## config.mk

```make
export PLATFORM = sky130hd
export DESIGN_NAME = clkmon
export DESIGN_NICKNAME = d
export VERILOG_FILES = /design/src/rtl/clkmon_pkg.sv /design/src/rtl/clkmon_sync_edge.sv /design/src/rtl/clkmon.sv
export SDC_FILE = /design/constraint.sdc
export NUM_CORES = 1
export LEC_CHECK = 0
export BUFFER_PORTS_ARGS = -buffer_cell sky130_fd_sc_hd__buf_2
export CAP_MARGIN = 0
export CORE_MARGIN = 1
export CORE_UTILIZATION = 30
export CTS_BUF_LIST = sky130_fd_sc_hd__clkbuf_8 sky130_fd_sc_hd__clkbuf_16
export DETAILED_ROUTE_END_ITERATION = 7
export GPL_TIMING_DRIVEN = 0
export HOLD_SLACK_MARGIN = 0.03
export PLACE_DENSITY_LB_ADDON = 0.05
export SLEW_MARGIN = 20
export SYNTH_ARGS = -nofsm -noshare
export SYNTH_HDL_FRONTEND = slang
export SYNTH_SLANG_ARGS = --single-unit
```

## constraint.sdc

```tcl
create_clock -name clk_i -period 2.1 [get_ports clk_i]
set_clock_uncertainty 0.1 [all_clocks]
set_input_delay 0.42 -clock clk_i [delete_from_list [all_inputs] [get_ports clk_i]]
set_output_delay 0.42 -clock clk_i [all_outputs]
set_load 0.03 [all_outputs]
```

## src/rtl/clkmon_pkg.sv

```systemverilog
// Shared state encoding, parameter defaults and counter sizing helpers for the clock monitor.
// Declarations only: no latency, no flow control.
package clkmon_pkg;

  typedef enum logic [1:0] {
    IDLE = 2'd0,
    ARM  = 2'd1,
    MEAS = 2'd2
  } state_e;

  localparam int unsigned GATE_CYCLES_DEF  = 1000;
  localparam int unsigned CNT_W_DEF        = 16;
  localparam int unsigned SYNC_STAGES_DEF  = 2;
  localparam int unsigned LO_LIM_DEF       = 480;
  localparam int unsigned HI_LIM_DEF       = 520;
  localparam int unsigned STUCK_CYCLES_DEF = 64;

  // Bits needed to hold 0..n inclusive (saturating counters park at n).
  function automatic int unsigned hold_w(input int unsigned n);
    return (n < 1) ? 1 : $clog2(n + 1);
  endfunction

  // The gate counter only ever holds 0..n-1.
  function automatic int unsigned gate_w(input int unsigned n);
    return (n < 2) ? 1 : $clog2(n);
  endfunction

endpackage

```

## src/rtl/clkmon_sync_edge.sv

```systemverilog
// Brings an asynchronous clock into clk_i and emits a one-cycle pulse per rising edge.
// The pulse appears SYNC_STAGES+1 clk_i edges after the input rises; no backpressure.
module clkmon_sync_edge
  import clkmon_pkg::*;
#(
  parameter int unsigned SYNC_STAGES = SYNC_STAGES_DEF
) (
  input  logic clk_i,
  input  logic rst_i,
  input  logic async_i,
  output logic edge_o
);

  logic [SYNC_STAGES-1:0] sync_q, sync_d;
  logic                   hist_q, hist_d;

  always_comb begin
    sync_d = {sync_q[SYNC_STAGES-2:0], async_i};
    hist_d = sync_q[SYNC_STAGES-1];
  end

  always_ff @(posedge clk_i or posedge rst_i) begin
    if (rst_i) begin
      sync_q <= '0;
      hist_q <= 1'b0;
    end else begin
      sync_q <= sync_d;
      hist_q <= hist_d;
    end
  end

  assign edge_o = sync_q[SYNC_STAGES-1] & ~hist_q;

endmodule

```

## src/rtl/clkmon.sv

```systemverilog
// Frequency meter: counts monitored-clock edges per GATE_CYCLES window, flags overflow, lock and stuck.
// Result is published the cycle after the window's last cycle; windows run back to back; no backpressure.
module clkmon
  import clkmon_pkg::*;
#(
  parameter int unsigned GATE_CYCLES  = GATE_CYCLES_DEF,
  parameter int unsigned CNT_W        = CNT_W_DEF,
  parameter int unsigned SYNC_STAGES  = SYNC_STAGES_DEF,
  parameter int unsigned LO_LIM       = LO_LIM_DEF,
  parameter int unsigned HI_LIM       = HI_LIM_DEF,
  parameter int unsigned STUCK_CYCLES = STUCK_CYCLES_DEF
) (
  input  logic             rst_i,
  input  logic             clk_i,
  input  logic             mclk_i,
  input  logic             en_i,
  output logic [CNT_W-1:0] cnt_o,
  output logic             valid_o,
  output logic             ovf_o,
  output logic             lock_o,
  output logic             stuck_o
);

  localparam int unsigned GATE_W = gate_w(GATE_CYCLES);
  localparam int unsigned IDLE_W = hold_w(STUCK_CYCLES);
  localparam int unsigned ARM_W  = hold_w(SYNC_STAGES);

  localparam logic [CNT_W-1:0]  CNT_MAX   = '1;
  localparam logic [GATE_W-1:0] GATE_LAST = GATE_W'(GATE_CYCLES - 1);
  localparam logic [IDLE_W-1:0] STUCK_MAX = IDLE_W'(STUCK_CYCLES);
  localparam logic [ARM_W-1:0]  ARM_LAST  = ARM_W'(SYNC_STAGES);

  state_e            state_q, state_d;
  logic [ARM_W-1:0]  arm_cnt_q, arm_cnt_d;
  logic [GATE_W-1:0] gate_cnt_q, gate_cnt_d;
  logic [CNT_W-1:0]  edge_cnt_q, edge_cnt_d;
  logic              sat_q, sat_d;
  logic [IDLE_W-1:0] idle_cnt_q, idle_cnt_d;
  logic              good_q, good_d;
  logic              lock_q, lock_d;
  logic [CNT_W-1:0]  cnt_q, cnt_d;
  logic              valid_q, valid_d;
  logic              ovf_q, ovf_d;

  logic              mon_edge;
  logic              at_max;
  logic [CNT_W-1:0]  fin_cnt;
  logic              fin_sat;
  logic              fin_good;

  clkmon_sync_edge #(
    .SYNC_STAGES(SYNC_STAGES)
  ) u_sync (
    .clk_i  (clk_i),
    .rst_i  (rst_i),
    .async_i(mclk_i),
    .edge_o (mon_edge)
  );

  always_ff @(posedge clk_i or posedge rst_i) begin
    if (rst_i) begin
      state_q    <= IDLE;
      arm_cnt_q  <= '0;
      gate_cnt_q <= '0;
      edge_cnt_q <= '0;
      sat_q      <= 1'b0;
      idle_cnt_q <= '0;
      good_q     <= 1'b0;
      lock_q     <= 1'b0;
      cnt_q      <= '0;
      valid_q    <= 1'b0;
      ovf_q      <= 1'b0;
    end else begin
      state_q    <= state_d;
      arm_cnt_q  <= arm_cnt_d;
      gate_cnt_q <= gate_cnt_d;
      edge_cnt_q <= edge_cnt_d;
      sat_q      <= sat_d;
      idle_cnt_q <= idle_cnt_d;
      good_q     <= good_d;
      lock_q     <= lock_d;
      cnt_q      <= cnt_d;
      valid_q    <= valid_d;
      ovf_q      <= ovf_d;
    end
  end

  always_comb begin
    state_d = state_q;
    unique case (state_q)
      IDLE:    if (en_i) state_d = ARM;
      ARM:     if (!en_i) state_d = IDLE;
               else if (arm_cnt_q == ARM_LAST) state_d = MEAS;
      MEAS:    if (!en_i) state_d = IDLE;
      default: state_d = IDLE;
    endcase
  end

  always_comb begin
    at_max   = (edge_cnt_q == CNT_MAX);
    fin_cnt  = (mon_edge && !at_max) ? edge_cnt_q + 1'b1 : edge_cnt_q;
    fin_sat  = sat_q | (mon_edge & at_max);
    fin_good = !fin_sat && (32'(fin_cnt) >= LO_LIM) && (32'(fin_cnt) <= HI_LIM);

    arm_cnt_d  = (state_q == ARM && en_i && arm_cnt_q != ARM_LAST) ? arm_cnt_q + 1'b1 : '0;
    gate_cnt_d = '0;
    edge_cnt_d = '0;
    sat_d      = 1'b0;
    idle_cnt_d = '0;
    good_d     = 1'b0;
    lock_d     = 1'b0;
    cnt_d      = cnt_q;
    valid_d    = 1'b0;
    ovf_d      = ovf_q;

    if (state_q == MEAS && en_i) begin
      good_d = good_q;
      lock_d = lock_q;
      if (mon_edge)                    idle_cnt_d = '0;
      else if (idle_cnt_q != STUCK_MAX) idle_cnt_d = idle_cnt_q + 1'b1;
      else                             idle_cnt_d = idle_cnt_q;

      // The terminal cycle's edge is already folded into fin_cnt.
      if (gate_cnt_q == GATE_LAST) begin
        cnt_d   = fin_cnt;
        valid_d = 1'b1;
        ovf_d   = fin_sat;
        good_d  = fin_good;
        lock_d  = fin_good & good_q;
      end else begin
        gate_cnt_d = gate_cnt_q + 1'b1;
        edge_cnt_d = fin_cnt;
        sat_d      = fin_sat;
      end

      if (idle_cnt_d == STUCK_MAX && idle_cnt_q != STUCK_MAX) begin
        lock_d = 1'b0;
        good_d = 1'b0;
      end
    end
  end

  assign cnt_o   = cnt_q;
  assign valid_o = valid_q;
  assign ovf_o   = ovf_q;
  assign lock_o  = lock_q;
  assign stuck_o = (idle_cnt_q == STUCK_MAX);

endmodule
```

==> flow_summary.ini <==
[status]
status = complete, but fails checks
violations = negative setup slack

[floorplanning]
initial_utilization_pct = 31.3
fp.dieH_um = 101
coreArea_sq_um = 9330
dieArea_sq_um = 10100
fp.dieW_um = 101
ios = 24
row_count = 35

[logic_synthesis]
yosysUniqueCellTypes = 46
synthAdderAreaFrac_pct = 2.14
synth_top_family_by_area = simple AND/OR/NAND/NOR gates
synthTopCellsByArea = dfrtp_1 52%, nor2_1 6.4%, xnor2_1 4.2%
synth_simple_gate_area_share_pct = 25.6
syn_avg_cell_area_sq_um = 9.98
syn_nets = 302
synth-xor-area-share_pct = 9.20
synth_cells = 293
synth_compound_area_share_pct = 7.36
ys_async_sr_fraction_pct = 100
ys_ff_latch = 61
synth_area_sq_um = 2920
yosysTopAreaCell = dfrtp_1
synth_ff_type = dfrtp_1
ys_seq_area_share_pct = 52.2
synth-edff-count = 0
synth_mux_area_share_pct = 0.685
synth_top_cell_area_share_pct = 52.2
synth_warnings = 0

[clock_network]
cts_buffers = 9
cts_sinks = 61
insertion_delay_ns = 0.35
h-tree-depth = 3
root_buffer = clkbuf_8
cts_tree = done
clockBufferDepth = 2
cts.clk_slew.worst_paths_ns = 0.07

[route]
wirelength_um = 6720
drtIter0Drc = 35
ant_nets = 0
vias = 2291
drc = 0
via_per_inst = 4.71
wire_per_inst_um = 13.8
first_pass_iters = 6

[timing]
tightest_slew_ns = 0.411
fin_ws_ns = -0.150
finalSetupTns_ns = -0.314
worst_slew_margin_rel_pct = 72.6
slew_viol_final = 0
holdWs_ns = 0.0777
setup-violations-final = 3
final_hold_viol_count = 0
finalCritPeriodShare_pct = 107
rsz0062_at_grt = true
finalCriticalPeriod_ns = 2.25
timing.fmax_mhz = 444

[run]
drv_cap = 0

[pwr]
power.density_nw_per_um2 = 580
power.leakage_nw = 1.68
total_power_mw = 2.21
peakVddDrop_mv = 0.334

[place]
gp_congestion = 0.797
dp_hpwl_um = 4560
place_area_sq_um = 3220
pre_cts_slack_ns = -0.576
dp_cells = 446
portBuffers = 23

[final_layout]
drive_above_1_share_pct = 32.2
final_area_sq_um = 3810
final_cell_count_no_fill = 486
multi_input_area_sq_um = 1500
n_antenna_cell = 0
num-fill-cells = 931
areaGrowthSynthToFinish_pct = 30.4
layout.nets = 361
fin_util_pct = 40.8
seq_area_sq_um = 1540

[grt]
antenna_found_initial = 0
grt_pass1_vias = 2366
overflow = 0
grt_max_degree = 32
grt_pass1_wl_um = 11800
grtUsageTotal_pct = 15.4

[critical_path]
r2r_start = edge_cnt_q[3]
end_kind = flop
required_ns = 2.26
path_cells = buf_4, nand4_1, buf_6, or4_4, nand3_2, xor2_2, and4_1, a2bb2oi_2, o31ai_1
crit_arrival_ns = 2.41
cpMaxStageDelayCell = or4_4
crit_fanout = 10
critical_path_class = flop to flop
worstSetupStartpointType = flop
crit_start = edge_cnt_q[3]
critPathMaxStageDelay_ns = 0.46

[worst_hold_path]
hp-start = mclk_i
hold_path.class = primary input to flop
registers in the layout (all words and copies together) (netlist names), 2 cells and up:
name,count
gate_cnt_q,10
idle_cnt_q,7
state_q,2
edge_cnt_q,16
arm_cnt_q,2
u_sync.sync_q,2
cnt_o,16
critical path: cells and delay by family (launching register included):
kind | cells | cell delay, ns
buf+inv | 2 | 0.34
simple gates | 4 | 0.91
xor+xnor | 1 | 0.16
flops | 1 | 0.33
compound gates | 2 | 0.31
kinds of logic (layout without fill, tap and decap cells):
logic type      Yosys count  in the layout
compound gates           33             33
buf+inv                  20             84
mux                       2              2
xor+xnor                 29             29
simple gates            143            143
fa+ha+maj                 5              5
flops                    61             61
cells in the mapped netlist (2+ instances only):
master and count:
nor2_1 50, a31oi_1 3, o21ai_0 15, nor3_1 3
dfrtp_1 61, xor2_2 2, nand4_2 2, nand3_1 20
a21oi_1 7, xnor2_1 14, nand4_1 6, o31ai_1 2
mux2i_1 2, clkbuf_1 6, and3b_1 3, and2_1 5
nor4_1 2, ha_1 5, buf_2 2, nand2_1 28
or2_2 2, xor2_1 13, inv_1 11, and3_1 6
nand4b_1 2
cells in the final DEF (no fill, tap or decap), types with 6 or more instances in the layout:
cell type   n
dfrtp_2     7
dfrtp_1    54
xnor2_1    11
nand3_1    18
nand4_1     6
nand2_1    28
buf_4      21
xor2_1     11
buf_2      25
clkbuf_8   11
o21ai_0    11
nor2_1     49
a21oi_1     7
inv_1      10
report_power, final:
part	internal (mW)	switching (mW)
clock	0.482	0.480
sequential	1.18	0.00427
combinational	0.0221	0.0414
total	1.69	0.526
path summary, 6_finish.rpt:
path,end,slack [ns],cells past startpoint
max,good_q,-0.15,9
min,u_sync.sync_q[0],0.08,1
max reg2reg,good_q,-0.15,9
min reg2reg,u_sync.sync_q[1],0.26,0
max in group asynchronous,edge_cnt_q[9],0.87,4
min in group asynchronous,u_sync.sync_q[0],0.51,3
layer usage:
layer / GRT usage, % / share of wire [%] / up-vias
li1: - / - / 1114
met1: 20.0 / 48 / 1129
met2: 24.3 / 48 / 40
met3: 4.37 / 3.6 / 8
met4: 5.91 / 1.3 / 0
met5: 0 / 0 / -
cell type report:
| class | instances | share of cell area, % |
|---|---|---|
| Tap cell | 129 | 4.24 |
| Timing Repair Buffer | 49 | 8.93 |
| Inverter | 11 | 1.15 |
| Clock inverter | 5 | 0.690 |
| Sequential cell | 61 | 40.3 |
| Buffer | 8 | 1.28 |
| Clock buffer | 11 | 3.97 |
| Multi-Input combinational cell | 212 | 39.4 |
timing repair:
item / 4_1_cts / 5_1_grt
pin swaps: 8 / 9
endpoints found under the setup margin: 29 / 40
hold endpoints to repair: 30 / 0
resized for setup: 34 / 26
hold buffers: 1 / 0
buffers inserted: 18 / 6
Note: power is estimated with default switching activity, not from simulation.
